## src/rtl/abs_conv_seq.sv

```systemverilog
// abs_conv_seq -- sequential two's-complement to sign-magnitude converter.
//
// Accepts a signed (or unsigned, tc_i = 0) operand over a valid/ready
// handshake and returns its unsigned magnitude and sign bit. The negation
// ~A + 1 is done `digit` bits per cycle, LSB first. A one-bit propagate
// carries between digits.
//
// A result takes N + 1 cycles from the accept edge to out_valid_o, where
// N = width / digit. There are N digit steps and then one settle cycle
// before DONE.
//
// Parameters:
//   width        operand / magnitude width (>= 2)
//   digit        bits processed per cycle (1..width, divides width)
//
// Ports:
//   clk_i        clock, rising edge
//   rst_ni       asynchronous active-low reset
//   in_valid_i   operand valid
//   in_ready_o   block can accept an operand. This output has a
//                combinational path from out_ready_i while in DONE.
//   a_i          operand
//   tc_i         1: a_i is two's complement, 0: unsigned pass-through
//   out_valid_o  result valid
//   out_ready_i  consumer accepts result
//   mag_o        unsigned magnitude
//   sign_o       operand sign (1 = negative)
//   minneg_o     operand was -2^(width-1). This port exists only when
//                ABSC_MINNEG_FLAG_EN is defined.
//
// Build option: define ABSC_MINNEG_FLAG_EN to add minneg_o and its register.

module abs_conv_seq #(
  parameter int width = 8,
  parameter int digit = 2
) (
  input  logic             clk_i,
  input  logic             rst_ni,
  input  logic             in_valid_i,
  output logic             in_ready_o,
  input  logic [width-1:0] a_i,
  input  logic             tc_i,
  output logic             out_valid_o,
  input  logic             out_ready_i,
  output logic [width-1:0] mag_o,
  output logic             sign_o
`ifdef ABSC_MINNEG_FLAG_EN
  ,
  output logic             minneg_o
`endif
);

  localparam int n  = width / digit;
  localparam int cw = $clog2(n + 1);

  if (width < 2 || digit < 1 || digit > width || (width % digit) != 0) begin : g_bad_param
    $error("abs_conv_seq: illegal width/digit combination");
  end

  typedef enum logic [1:0] {IDLE, BUSY, DONE} state_t;

  state_t           state_q, state_d;
  logic [width-1:0] sr_q, sr_next;
  logic             sign_q;
  logic             carry_q, carry_d;
  logic [cw-1:0]    count_q;
  logic [digit-1:0] d, r;
  logic             accept;
  logic             last;

  assign in_ready_o  = (state_q == IDLE) | ((state_q == DONE) & out_ready_i);
  assign accept      = in_valid_i & in_ready_o;
  // When count reaches n, all digits have been converted.
  // The cycle spent at count == n is the settle cycle before DONE.
  assign last        = (count_q == cw'(n));
  assign out_valid_o = (state_q == DONE);
  assign mag_o       = sr_q;
  assign sign_o      = sign_q;

  // NOTE: sequential state uses non-blocking assignments only, so every
  // flop samples the pre-edge values and simulation matches hardware.
  always_ff @(posedge clk_i or negedge rst_ni) begin
    if (!rst_ni) state_q <= IDLE;
    else         state_q <= state_d;
  end

  // NOTE: every signal driven here gets a default first; a missing branch
  // would otherwise infer a latch.
  always_comb begin
    state_d = state_q;
    case (state_q)
      IDLE:    if (accept) state_d = BUSY;
      BUSY:    if (last) state_d = DONE;
      DONE:    if (out_ready_i) state_d = accept ? BUSY : IDLE;
      default: state_d = IDLE;
    endcase
  end

  // One digit step. A negative operand is negated as ~d + carry.
  // The carry keeps propagating only while the digits seen so far are zero.
  always_comb begin
    d       = sr_q[digit-1:0];
    r       = d;
    carry_d = carry_q;
    if (sign_q) begin
      r       = ~d + digit'(carry_q);
      carry_d = carry_q & (d == '0);
    end
  end

  // The converted digit enters at the MSB.
  // After n steps the register holds the whole magnitude.
  if (digit == width) begin : g_full
    assign sr_next = r;
  end else begin : g_part
    assign sr_next = {r, sr_q[width-1:digit]};
  end

  always_ff @(posedge clk_i or negedge rst_ni) begin
    if (!rst_ni) begin
      sr_q    <= '0;
      sign_q  <= 1'b0;
      carry_q <= 1'b0;
      count_q <= '0;
    end else if (accept) begin
      sr_q    <= a_i;
      sign_q  <= tc_i & a_i[width-1];
      carry_q <= 1'b1;
      count_q <= '0;
    end else if (state_q == BUSY && !last) begin
      sr_q    <= sr_next;
      carry_q <= carry_d;
      count_q <= count_q + cw'(1);
    end
  end

`ifdef ABSC_MINNEG_FLAG_EN
  logic minneg_q;

  always_ff @(posedge clk_i or negedge rst_ni) begin
    if (!rst_ni)     minneg_q <= 1'b0;
    else if (accept) minneg_q <= tc_i && (a_i == {1'b1, {(width-1){1'b0}}});
  end

  assign minneg_o = minneg_q;
`endif

endmodule

```

## config.mk

```make
export PLATFORM = sky130hd
export DESIGN_NAME = abs_conv_seq
export DESIGN_NICKNAME = d
export VERILOG_FILES = /design/src/rtl/abs_conv_seq.sv
export SDC_FILE = /design/constraint.sdc
export NUM_CORES = 1
export LEC_CHECK = 0
export BUFFER_PORTS_ARGS = -buffer_cell sky130_fd_sc_hd__buf_2
export CAP_MARGIN = 10
export CORE_MARGIN = 10
export CORE_UTILIZATION = 35
export DETAILED_ROUTE_END_ITERATION = 10
export GPL_ROUTABILITY_DRIVEN = 1
export PLACE_DENSITY_LB_ADDON = 0.08
export REMOVE_ABC_BUFFERS = 1
export SLEW_MARGIN = 20
export SYNTH_ARGS = -nofsm -noshare
export SYNTH_HDL_FRONTEND = slang
export SYNTH_SLANG_ARGS = --single-unit
```

## constraint.sdc

```tcl
create_clock -name clk_i -period 1.6 [get_ports clk_i]
set_clock_uncertainty 0.1 [all_clocks]
set_input_delay 0.08 -clock clk_i [delete_from_list [all_inputs] [get_ports clk_i]]
set_output_delay 0.08 -clock clk_i [all_outputs]
set_load 0.05 [all_outputs]
```

==> run_summary.xml <==
<?xml version="1.0" encoding="UTF-8"?>
<metrics>
  <group name="synth">
    <metric name="synth-edff-count" unit="">0</metric>
    <metric name="yosysSeqAreaShare" unit="">0.503</metric>
    <metric name="synth.lib_cells_used.distinct" unit="">24</metric>
    <metric name="yosys.area.top_type_share" unit="">0.503</metric>
    <metric name="postSynth.topFlopCell" unit="">dfrtp_1</metric>
    <metric name="synth.yosys.warnings" unit="">0</metric>
    <metric name="netlist_top_cells_area" unit="">dfrtp_1 (50%), nand2_1 (7.5%), ha_1 (5.0%), nand3_1 (4.0%), a22oi_1 (4.0%)</metric>
    <metric name="ys_async_sr_fraction" unit="">1.00</metric>
    <metric name="synth_seq_cells" unit="">15</metric>
    <metric name="syn_area" unit="sq um">747</metric>
    <metric name="synth.largest_area_cell" unit="">dfrtp_1</metric>
    <metric name="postSynthAreaPerCell" unit="sq um">9.58</metric>
    <metric name="synth_commonest_cells" unit="">dfrtp_1 (15), nand2_1 (15), nor2_1 (7)</metric>
    <metric name="synthesis.instances" unit="">78</metric>
  </group>
  <group name="floorplanning">
    <metric name="die_area" unit="sq um">4380</metric>
    <metric name="row_count" unit="">16</metric>
    <metric name="placeableCoreArea" unit="sq um">2000</metric>
    <metric name="initial_core_util" unit="">0.373</metric>
    <metric name="chipWidth" unit="um">66.2</metric>
    <metric name="boundaryPins" unit="">24</metric>
    <metric name="die-height" unit="um">66.2</metric>
  </group>
  <group name="critical_path">
    <metric name="worstRegToRegCells" unit="">6</metric>
    <metric name="timing.reg2reg.setup_slack" unit="ps">160</metric>
    <metric name="worst-setup-path-type" unit="">reg -&gt; reg</metric>
    <metric name="timing.rr.end" unit="">mag_o[6]$_DFFE_PN0P_</metric>
    <metric name="crit_path_start" unit="">count_q[1]$_DFFE_PN0P_</metric>
    <metric name="worstSetupEndpoint" unit="">mag_o[6]$_DFFE_PN0P_</metric>
    <metric name="arr_time_crit_path" unit="ps">1500</metric>
    <metric name="worst_r2r_startpoint" unit="">count_q[1]$_DFFE_PN0P_</metric>
    <metric name="critical_path.max_fanout" unit="">7</metric>
    <metric name="timing.critical_path.from_type" unit="">register</metric>
    <metric name="worst_setup_path_end_kind" unit="">register</metric>
    <metric name="data_required_time_of_the_worst_path" unit="ps">1670</metric>
  </group>
  <group name="clocking">
    <metric name="clk-insertion-delay-late" unit="ps">280</metric>
    <metric name="cts.clk_slew.worst_paths" unit="ps">90</metric>
    <metric name="h-tree-depth" unit="">1</metric>
    <metric name="clock_sink_count" unit="">15</metric>
    <metric name="tritoncts" unit="">yes</metric>
    <metric name="number_of_buffers_added_by_the_clock_tree_synthesis_step" unit="">3</metric>
    <metric name="max-clock-path-buffers" unit="">2</metric>
    <metric name="root_buffer" unit="">clkbuf_4</metric>
  </group>
  <group name="job">
    <metric name="max_cap_viol_count" unit="">0</metric>
  </group>
  <group name="detailed_routing">
    <metric name="initialDrtViolationCount" unit="">34</metric>
    <metric name="finalWirelength" unit="mm">1.82</metric>
    <metric name="detail_route.first_pass.iterations" unit="">4</metric>
    <metric name="route.detailed.wl_per_inst" unit="um">12.6</metric>
    <metric name="via_count" unit="">669</metric>
    <metric name="drt-vias-per-instance" unit="">4.61</metric>
    <metric name="drt.antenna.violating_nets" unit="">0</metric>
    <metric name="drcViolationCount" unit="">0</metric>
  </group>
  <group name="run_status">
    <metric name="run_status" unit="">completed</metric>
  </group>
  <group name="pwr">
    <metric name="sequential_power_share" unit="">0.302</metric>
    <metric name="vdd.ir_drop.worst" unit="uV">1040</metric>
    <metric name="intPower" unit="mW">1.15</metric>
    <metric name="static_leakage" unit="nW">0.523</metric>
    <metric name="power.net_switching" unit="mW">1.23</metric>
    <metric name="power.combinational.fraction" unit="">0.607</metric>
    <metric name="share_clk_of_total_power" unit="">0.091</metric>
    <metric name="switching_share" unit="">0.516</metric>
    <metric name="cellPowerDensity" unit="nW/um^2">2270</metric>
  </group>
  <group name="global_route">
    <metric name="grt_pass1_wl" unit="mm">3.09</metric>
    <metric name="grt_max_degree" unit="">16</metric>
    <metric name="grt_pass1_vias" unit="">686</metric>
    <metric name="gr-total-overflow" unit="">0</metric>
    <metric name="antenna_violations_before_repair" unit="">0</metric>
    <metric name="grt.total_usage" unit="">0.0899</metric>
  </group>
  <group name="final_layout">
    <metric name="drive_above_1_share" unit="">0.288</metric>
    <metric name="area_growth" unit="%">39.7</metric>
    <metric name="num-nets-final" unit="">135</metric>
    <metric name="final_design_area_no_fill" unit="sq um">1040</metric>
    <metric name="num-fill-cells" unit="">204</metric>
    <metric name="antennaDiodeCount" unit="">0</metric>
  </group>
  <group name="placement">
    <metric name="placedInstanceArea" unit="sq um">915</metric>
    <metric name="dpl.hpwl" unit="mm">1.37</metric>
    <metric name="routabilityCongestion" unit="">0.740</metric>
    <metric name="port-buffer-count" unit="">23</metric>
  </group>
  <group name="worst_hold_path">
    <metric name="worst_hold_startpoint" unit="">out_ready_i</metric>
    <metric name="timing.hold.worst.class" unit="">in -&gt; reg</metric>
  </group>
  <group name="timing">
    <metric name="rsz0062_at_grt" unit="">no</metric>
    <metric name="final-setup-viol-count" unit="">0</metric>
    <metric name="fmax" unit="GHz">0.696</metric>
    <metric name="final_hold_viol_count" unit="">0</metric>
    <metric name="timing.max_slew.rel_slack" unit="">0.734</metric>
    <metric name="max_slew.worst_pin.slew" unit="ps">398</metric>
    <metric name="setup_tns" unit="ps">0</metric>
    <metric name="period_share" unit="">0.898</metric>
    <metric name="final-max-slew-violation-count" unit="">0</metric>
    <metric name="fin_crit" unit="ps">1440</metric>
  </group>
</metrics>
cells by family (layout without fill, tap and decap cells):
logic type                 after synthesis  count (layout)  share of synthesized area
xor gates and xnor gates                 3               3                     0.0352
adders and majority gates                3               3                     0.0503
muxes                                    1               1                     0.0134
and+or+nand+nor                         35              35                      0.218
buffers and inverters                    6              46                     0.0402
DFF                                     15              15                      0.503
AOI/OAI and AO/OA                       15              15                      0.141
flip-flops by register name, indices dropped and copies added (netlist names):
register	flops
mag_o	8
carry_q	1
sign_o	1
count_q	3
state_q	2
power groups by stage:
stage	sequential (mW)	clock, mW	combinational [mW]
after floorplan	1.10	0	0.659
after global placement	0.722	0	1.43
after detailed placement	0.725	0	1.44
after CTS	0.717	0.230	1.46
after global routing	0.746	0.247	1.59
final	0.716	0.216	1.44
critical path, stage by stage, from the launching register on:
cell and delay, ps:
dfrtp_1 400, inv_1 60, ha_1 190, nand2_1 90, nand2_2 140, nor2_1 70, a221o_1 260
worst min path at each step:
stage / end / slack, ps / cells past startpoint
after detailed placement: mag_o[6]$_DFFE_PN0P_ / -90 / 1
after global routing: state_q[1]$_DFFE_PN0P_ / 60 / 3
after global placement: mag_o[0]$_DFFE_PN0P_ / -90 / 1
final: state_q[1]$_DFFE_PN0P_ / 30 / 3
after floorplan: carry_q$_DFFE_PN0P_ / -320 / 0
after CTS: state_q[1]$_DFFE_PN0P_ / 30 / 3
through the flow:
| step | power (mW) | utilization | hold WS (ps) | setup WS [ps] | std cells |
|---|---|---|---|---|---|
| final | 2.37 | 0.521 | 34.8 | 164 | 145 |
| after floorplan | 1.76 | - | -316 | -79.9 | 77 |
| after global routing | 2.59 | 0.521 | 58.2 | 36.7 | 145 |
| after detailed placement | 2.16 | 0.457 | -89.2 | 93.6 | 131 |
| after CTS | 2.41 | 0.520 | 26.7 | 80.4 | 145 |
| after global placement | 2.16 | 0.457 | -87.2 | 160 | 131 |
routing by layer:
layer / vias to the layer above / global-route usage / wire length [um]
li1: 347 / - / -
met1: 309 / 0.0984 / 771
met2: 11 / 0.150 / 934
met3: 2 / 0.0458 / 110
met4: 0 / 0.0236 / 8
met5: - / 0 / 0
layout make-up:
class,count,area [sq um],area share
clock buffers,4,26.3,0.0252
inverters,5,18.8,0.0180
repair buffers,37,245,0.235
flip-flops and latches,15,375,0.360
multi-input cells,57,344,0.330
well taps,27,33.8,0.0324
what timing repair did:
item                                    4_1_cts  5_1_grt
endpoints found under the setup margin        0        3
endpoints found under the hold margin        24        0
hold buffers                                 10        0
setup buffers                                 0        0
gates resized for setup                       0        1
placed cells by master, fill, tap and decap left out:
master	n
dlygate4sd3_1	10
clkbuf_4	3
nor2b_1	1
a31oi_1	2
nand3_1	6
a21oi_1	1
and3_4	1
o21ai_0	3
and2b_1	1
a221o_1	1
ha_1	3
xor2_1	1
inv_2	1
nand2b_1	3
o22ai_1	1
buf_2	23
a21oi_4	1
o21ai_1	2
and2_1	1
mux2i_1	1
clkbuf_1	1
a22oi_1	4
nand2_1	14
nand2_2	1
nor2_1	7
dfrtp_1	15
xnor2_1	2
inv_1	4
buf_4	4
Power figures use the tool's default switching activity.
